==> src/rtl/alu_exec_unit_if.sv <==
// Handshake and operand/result bundle between ID/EX and the execute unit.
// slave is the execute unit's view; master is the upstream/downstream side.
interface alu_exec_unit_if #(
  parameter int WIDTH = 32
);
  logic             valid_i;
  logic             ready_o;
  logic [3:0]       ALUCtl_i;
  logic [WIDTH-1:0] data1_i;
  logic [WIDTH-1:0] data2_i;
  logic             valid_o;
  logic             ready_i;
  logic [WIDTH-1:0] data_o;
  logic             zero_o;
  logic             lt_o;

  modport slave (
    input  valid_i, ALUCtl_i, data1_i, data2_i, ready_i,
    output ready_o, valid_o, data_o, zero_o, lt_o
  );

  modport master (
    output valid_i, ALUCtl_i, data1_i, data2_i, ready_i,
    input  ready_o, valid_o, data_o, zero_o, lt_o
  );
endinterface

==> src/rtl/alu_exec_unit.sv <==
// EX-stage execute unit: single-cycle ALU ops plus an iterative shift-add
// multiplier, with valid/ready handshakes on both sides.
//
//   state  | meaning
//   IDLE   | no result held, ready for a request
//   MUL    | shift-add multiply in progress, upstream stalled
//   DONE   | result held on data_o until downstream takes it
module alu_exec_unit #(
  parameter int WIDTH = 32
) (
  input  logic            clk_i,
  input  logic            rst_i,
  alu_exec_unit_if.slave  bus
);

  localparam logic [3:0] ALU_CTL_ADD  = 4'd0;
  localparam logic [3:0] ALU_CTL_SUB  = 4'd1;
  localparam logic [3:0] ALU_CTL_SUBU = 4'd2;
  localparam logic [3:0] ALU_CTL_SLL  = 4'd3;
  localparam logic [3:0] ALU_CTL_SRL  = 4'd4;
  localparam logic [3:0] ALU_CTL_SRA  = 4'd5;
  localparam logic [3:0] ALU_CTL_XOR  = 4'd6;
  localparam logic [3:0] ALU_CTL_AND  = 4'd7;
  localparam logic [3:0] ALU_CTL_MUL  = 4'd8;

  localparam int CW = $clog2(WIDTH + 1);

  typedef enum logic [1:0] {S_IDLE, S_MUL, S_DONE} state_t;

  state_t           r_state;
  logic [WIDTH-1:0] r_acc;
  logic [WIDTH-1:0] r_mcand;
  logic [WIDTH-1:0] r_mplier;
  logic [CW-1:0]    r_cnt;
  logic [WIDTH-1:0] r_data;
  logic             r_zero;
  logic             r_lt;
  logic             r_valid;

  logic             w_ready;
  logic             w_accept;
  logic [4:0]       w_shamt;
  logic [WIDTH-1:0] w_res;
  logic             w_lt;
  logic [WIDTH-1:0] w_acc_next;

  assign w_ready    = (r_state == S_IDLE) || ((r_state == S_DONE) && bus.ready_i);
  assign w_accept   = bus.valid_i && w_ready;
  assign w_shamt    = bus.data2_i[4:0];
  assign w_acc_next = r_acc + (r_mplier[0] ? r_mcand : '0);

  assign bus.ready_o = w_ready;
  assign bus.valid_o = r_valid;
  assign bus.data_o  = r_data;
  assign bus.zero_o  = r_zero;
  assign bus.lt_o    = r_lt;

  // Single-cycle result for the op presented on the inputs; unknown codes add.
  always_comb begin
    w_res = bus.data1_i + bus.data2_i;
    w_lt  = 1'b0;
    case (bus.ALUCtl_i)
      ALU_CTL_SUB: begin
        w_res = bus.data1_i - bus.data2_i;
        w_lt  = $signed(bus.data1_i) < $signed(bus.data2_i);
      end
      ALU_CTL_SUBU: begin
        w_res = bus.data1_i - bus.data2_i;
        w_lt  = bus.data1_i < bus.data2_i;
      end
      ALU_CTL_SLL: w_res = bus.data1_i << w_shamt;
      ALU_CTL_SRL: w_res = bus.data1_i >> w_shamt;
      ALU_CTL_SRA: w_res = $unsigned($signed(bus.data1_i) >>> w_shamt);
      ALU_CTL_XOR: w_res = bus.data1_i ^ bus.data2_i;
      ALU_CTL_AND: w_res = bus.data1_i & bus.data2_i;
      default:     w_res = bus.data1_i + bus.data2_i;
    endcase
  end

  // Control FSM, multiplier datapath and registered result outputs.
  always_ff @(posedge clk_i or negedge rst_i) begin
    if (!rst_i) begin
      r_state  <= S_IDLE;
      r_acc    <= '0;
      r_mcand  <= '0;
      r_mplier <= '0;
      r_cnt    <= '0;
      r_data   <= '0;
      r_zero   <= 1'b0;
      r_lt     <= 1'b0;
      r_valid  <= 1'b0;
    end else begin
      case (r_state)
        S_MUL: begin
          r_acc    <= w_acc_next;
          r_mcand  <= r_mcand << 1;
          r_mplier <= r_mplier >> 1;
          r_cnt    <= r_cnt - CW'(1);
          if (r_cnt == CW'(1)) begin
            r_data  <= w_acc_next;
            r_zero  <= (w_acc_next == '0);
            r_lt    <= 1'b0;
            r_valid <= 1'b1;
            r_state <= S_DONE;
          end
        end
        default: begin
          if (w_accept) begin
            if (bus.ALUCtl_i == ALU_CTL_MUL) begin
              r_acc    <= '0;
              r_mcand  <= bus.data1_i;
              r_mplier <= bus.data2_i;
              r_cnt    <= CW'(WIDTH);
              r_valid  <= 1'b0;
              r_state  <= S_MUL;
            end else begin
              r_data  <= w_res;
              r_zero  <= (w_res == '0);
              r_lt    <= w_lt;
              r_valid <= 1'b1;
              r_state <= S_DONE;
            end
          end else if ((r_state == S_DONE) && bus.ready_i) begin
            r_valid <= 1'b0;
            r_state <= S_IDLE;
          end
        end
      endcase
    end
  end

endmodule
==> src/flat_wrapper.sv <==
// flat-port wrapper written by rule: the top's interface ports become plain ports
module alu_exec_unit_flat 
#(
  parameter int WIDTH = 32
)
  (clk_i, rst_i, bus_valid_i, bus_ALUCtl_i, bus_data1_i, bus_data2_i, bus_ready_i, bus_ready_o, bus_valid_o, bus_data_o, bus_zero_o, bus_lt_o);
  alu_exec_unit_if #(.WIDTH(WIDTH)) bus_i ();
  input  logic clk_i;
  input  logic rst_i;
  input wire logic [$bits(bus_i.valid_i)-1:0] bus_valid_i;
  input wire logic [$bits(bus_i.ALUCtl_i)-1:0] bus_ALUCtl_i;
  input wire logic [$bits(bus_i.data1_i)-1:0] bus_data1_i;
  input wire logic [$bits(bus_i.data2_i)-1:0] bus_data2_i;
  input wire logic [$bits(bus_i.ready_i)-1:0] bus_ready_i;
  output wire logic [$bits(bus_i.ready_o)-1:0] bus_ready_o;
  output wire logic [$bits(bus_i.valid_o)-1:0] bus_valid_o;
  output wire logic [$bits(bus_i.data_o)-1:0] bus_data_o;
  output wire logic [$bits(bus_i.zero_o)-1:0] bus_zero_o;
  output wire logic [$bits(bus_i.lt_o)-1:0] bus_lt_o;
  assign bus_i.valid_i = bus_valid_i;
  assign bus_i.ALUCtl_i = bus_ALUCtl_i;
  assign bus_i.data1_i = bus_data1_i;
  assign bus_i.data2_i = bus_data2_i;
  assign bus_i.ready_i = bus_ready_i;
  assign bus_ready_o = bus_i.ready_o;
  assign bus_valid_o = bus_i.valid_o;
  assign bus_data_o = bus_i.data_o;
  assign bus_zero_o = bus_i.zero_o;
  assign bus_lt_o = bus_i.lt_o;
  alu_exec_unit #(.WIDTH(WIDTH)) u_core (.clk_i(clk_i), .rst_i(rst_i), .bus(bus_i));
endmodule
==> config.mk <==
export PLATFORM = sky130hd
export DESIGN_NAME = alu_exec_unit_flat
export DESIGN_NICKNAME = d
export VERILOG_FILES = /design/src/rtl/alu_exec_unit_if.sv /design/src/rtl/alu_exec_unit.sv /design/src/flat_wrapper.sv
export SDC_FILE = /design/constraint.sdc
export NUM_CORES = 1
export LEC_CHECK = 0
export ABC_AREA = 1
export ABC_CLOCK_PERIOD_IN_PS = 3500
export BUFFER_PORTS_ARGS = -buffer_cell sky130_fd_sc_hd__buf_4
export CAP_MARGIN = 40
export CORE_UTILIZATION = 45
export CTS_CLUSTER_SIZE = 30
export DETAILED_ROUTE_END_ITERATION = 10
export HOLD_SLACK_MARGIN = 0.02
export SLEW_MARGIN = 20
export SYNTH_ARGS = -nofsm -noshare
export SYNTH_HDL_FRONTEND = slang
export SYNTH_SLANG_ARGS = --single-unit
==> constraint.sdc <==
create_clock -name clk_i -period 3.5 [get_ports clk_i]
set_input_delay 0.35 -clock clk_i [delete_from_list [all_inputs] [get_ports clk_i]]
set_output_delay 0.35 -clock clk_i [all_outputs]
set_load 0.02 [all_outputs]
==> flow_summary.toml <==
[floorplanning]
dieWidth_um = 200
die_h_um = 200
start_util_pct = 45.5
core_um2 = 38600
fp.dieArea_um2 = 39900
rows = 72
pin_count = 108

[placed_design]
numPlacedInstances = 3660
dp_hpwl_um = 72200
portBuffers = 107
pre_cts_ws_ps = -20.8
gp_congestion = 1.09
placed_area_um2 = 19200

[drt]
initialDrtViolationCount = 2458
ant_nets = 0
num_vias = 22199
drc = 0
drt-pass1-iter-count = 8
routed_via_density = 6.00
wl_per_cell_um = 23.9
wl_um = 88500

[power]
power.net_switching_mw = 4.68
clkPwrFrac_pct = 17.6
powerDensity_nw_per_um2 = 488
leakage_nw = 10.7
comb_power_share_pct = 53.0
switching_share_pct = 48.5
irDropWorstVdd_uv = 358
p_int_mw = 4.98
p_seq_share_pct = 29.4

[yosys]
ys_seq_area_share_pct = 19.6
avgSynthCellArea_um2 = 5.73
yosys_warnings = 0
async_reset_ff_share_pct = 100
netlist_area_um2 = 17600
synth_edf_count = 0
ys.flop_type = "dfrtp_1"
synth.distinct_cells = 53
syn_inst = 3069
yosys_register_bits = 138
synth_nets = 3243

[timing]
holdWs_ps = 203
relSlewSlack_pct = 46.2
max_freq_mhz = 303
hold_viol = 0
period_needed_ps = 3300
fin_skew_ps = 12.3
slew_violations = 0
period_share_pct = 94.1
setup_ws_ps = 205
setup_viol = 0
worstMarginPinSlew_ps = 807

[clock_network]
htreeDepth = 4
clock-root-buffer = "clkbuf_16"
clock_latency_ps = 470
cts_buffers = 17
cts_tree = "built"
path_clk_slew_ps = 60
cts.sinks = 138
clk_path_buf_depth = 2

[hold_path]
min_path_type = "in2reg"

[outcome]
status = "complete, no violations"

[final_layout]
layout-drive-gt1-share_pct = 10.6
final_cell_mix = "970 x nand2_1, 523 x nand3_1, 334 x inv_1, 282 x nor2_1, 212 x buf_4"
final_cell_area_um2 = 19800
final_common_cell = "nand2_1"
area_growth_pct = 12.4
fin_cells = 3699
fin_util_pct = 51.2
nNetsFinal = 3337

[setup_path]
cp.required_ps = 3910
critPathKind = "reg2reg"
start_kind = "register"
critPathCaptureType = "register"
cp_max_fo = 9
crit_arrival_ps = 3700

[global_route]
antenna_found_initial = 6
grtUsageTotal_pct = 44.6
overflow = 0
grt_max_degree = 112
grt_pass1_vias = 20429
grt_pass1_wl_um = 129000

[flow_run]
drv_cap = 0
## power groups by stage
stage	clock [mW]	combinational [mW]	sequential, mW
after global placement	0	4.92	2.80
final	1.70	5.12	2.84
after detailed placement	0	4.96	2.83
after global routing	1.77	5.62	2.90
after CTS	1.72	4.99	2.80
after floorplan	0	3.19	2.77
## flip-flops by register name (all words and copies together) (netlist names)
| name | flops |
|---|---|
| u_core.bus.valid_o | 1 |
| u_core.bus.zero_o | 1 |
| u_core.r_cnt | 6 |
| u_core.r_acc | 32 |
| u_core.r_mcand | 32 |
| u_core.bus.data_o | 32 |
| u_core.r_mplier | 32 |
| u_core.bus.lt_o | 1 |
| u_core.r_state | 1 |
## cell type report
type                            instances  area (um^2)
Multi-Input combinational cell       2441        12100
Fill cell                            4189        18900
Antenna cell                            6         15.0
Inverter                              346         1310
Clock inverter                         13         96.3
Tap cell                              518          648
Timing Repair Buffer                  219         1710
Clock buffer                           18          429
Sequential cell                       138         3450
## path summary, 6_finish.rpt
kind,start,endpoint,slack [ps],depth (start not counted)
max,u_core.r_mplier[0]$_DFFE_PN0P_,u_core.bus.zero_o$_DFFE_PN0P_,200,19
min,bus_data2_i[19],u_core.r_mplier[19]$_DFFE_PN0P_,200,3
min reg2reg,u_core.bus.data_o[1]$_DFFE_PN0P_,u_core.bus.data_o[1]$_DFFE_PN0P_,490,2
min in group asynchronous,rst_i,u_core.r_cnt[5]$_DFFE_PN0P_,460,2
max reg2reg,u_core.r_mplier[0]$_DFFE_PN0P_,u_core.bus.zero_o$_DFFE_PN0P_,200,19
max in group asynchronous,rst_i,u_core.bus.data_o[25]$_DFFE_PN0P_,2170,3
## cell usage after synthesis (5+ instances only)
| cell type | n | area (um^2) |
|---|---|---|
| nand3_2 | 6 | 60.1 |
| buf_6 | 9 | 101 |
| ha_1 | 99 | 1240 |
| o21ai_1 | 8 | 40.0 |
| buf_4 | 16 | 120 |
| nor3_2 | 5 | 50.1 |
| and2_1 | 8 | 50.1 |
| dfrtp_1 | 138 | 3450 |
| o21ai_0 | 106 | 531 |
| nand3b_1 | 11 | 82.6 |
| nand4_1 | 29 | 181 |
| buf_2 | 56 | 280 |
| nand2_1 | 972 | 3650 |
| nand2_2 | 27 | 169 |
| a22oi_1 | 24 | 180 |
| xnor2_1 | 9 | 78.8 |
| nor2_2 | 5 | 31.3 |
| a21oi_1 | 117 | 586 |
| a31oi_1 | 30 | 188 |
| clkbuf_1 | 49 | 184 |
| nand3_1 | 526 | 2630 |
| o211ai_1 | 46 | 345 |
| or2_2 | 16 | 100 |
| o21bai_1 | 11 | 82.6 |
| o22ai_1 | 24 | 150 |
| nor3_1 | 33 | 165 |
| inv_2 | 6 | 22.5 |
| inv_1 | 336 | 1260 |
| nor2_1 | 284 | 1070 |
| xor2_1 | 11 | 96.3 |
| buf_1 | 10 | 37.5 |
## critical path, cell delays in order (launching register included)
cell      delay (ps)
dfrtp_2          500
buf_4            180
nand2_1           50
inv_1             40
ha_1             370
nand2_1          130
nor2_1           380
nand2_1          130
nand2_1          170
nand3b_1         100
nand2_1          120
nand3_1           90
nand2_1          120
xnor2_1          160
nand3_1          160
nor2_1           160
nand3_2          130
nand2_1          100
nand2_1           50
nand2_1           70
## routing by layer
layer / wire length [um] / share of wire (%) / GRT usage (%) / vias up
met5: 0 / 0 / 0 / -
met4: 6950 / 7.9 / 31.3 / 0
met3: 8110 / 9.2 / 9.64 / 294
met2: 38200 / 43 / 68.2 / 1321
met1: 35200 / 40 / 55.7 / 10335
li1: - / - / - / 10249
## cells by family (layout without fill, tap and decap cells)
| family | Yosys count | in the layout | share of synthesized area (%) |
|---|---|---|---|
| xor+xnor | 20 | 20 | 0.996 |
| simple gates | 1932 | 1932 | 47.4 |
| compound gates | 387 | 387 | 12.9 |
| buf+inv | 490 | 596 | 11.7 |
| other cells | 0 | 6 | 0 |
| flops | 138 | 138 | 19.6 |
| fa+ha+maj | 102 | 102 | 7.38 |
## per-stage QoR
stage | TNS [ps] | total power, mW
CTS | 0 | 9.51
finish | 0 | 9.66
floorplan | 0 | 5.96
global placement | -58.5 | 7.72
detailed placement | -20.8 | 7.79
global route | -13.9 | 10.3
## what timing repair did
| item | CTS | global route |
|---|---|---|
| hold endpoints to repair | 63 | 0 |
| hold buffers | 1 | 0 |
| setup buffers | 0 | 1 |
| setup endpoints to repair | 0 | 1 |
| resized for setup | 0 | 7 |
Power figures use the tool's default switching activity.
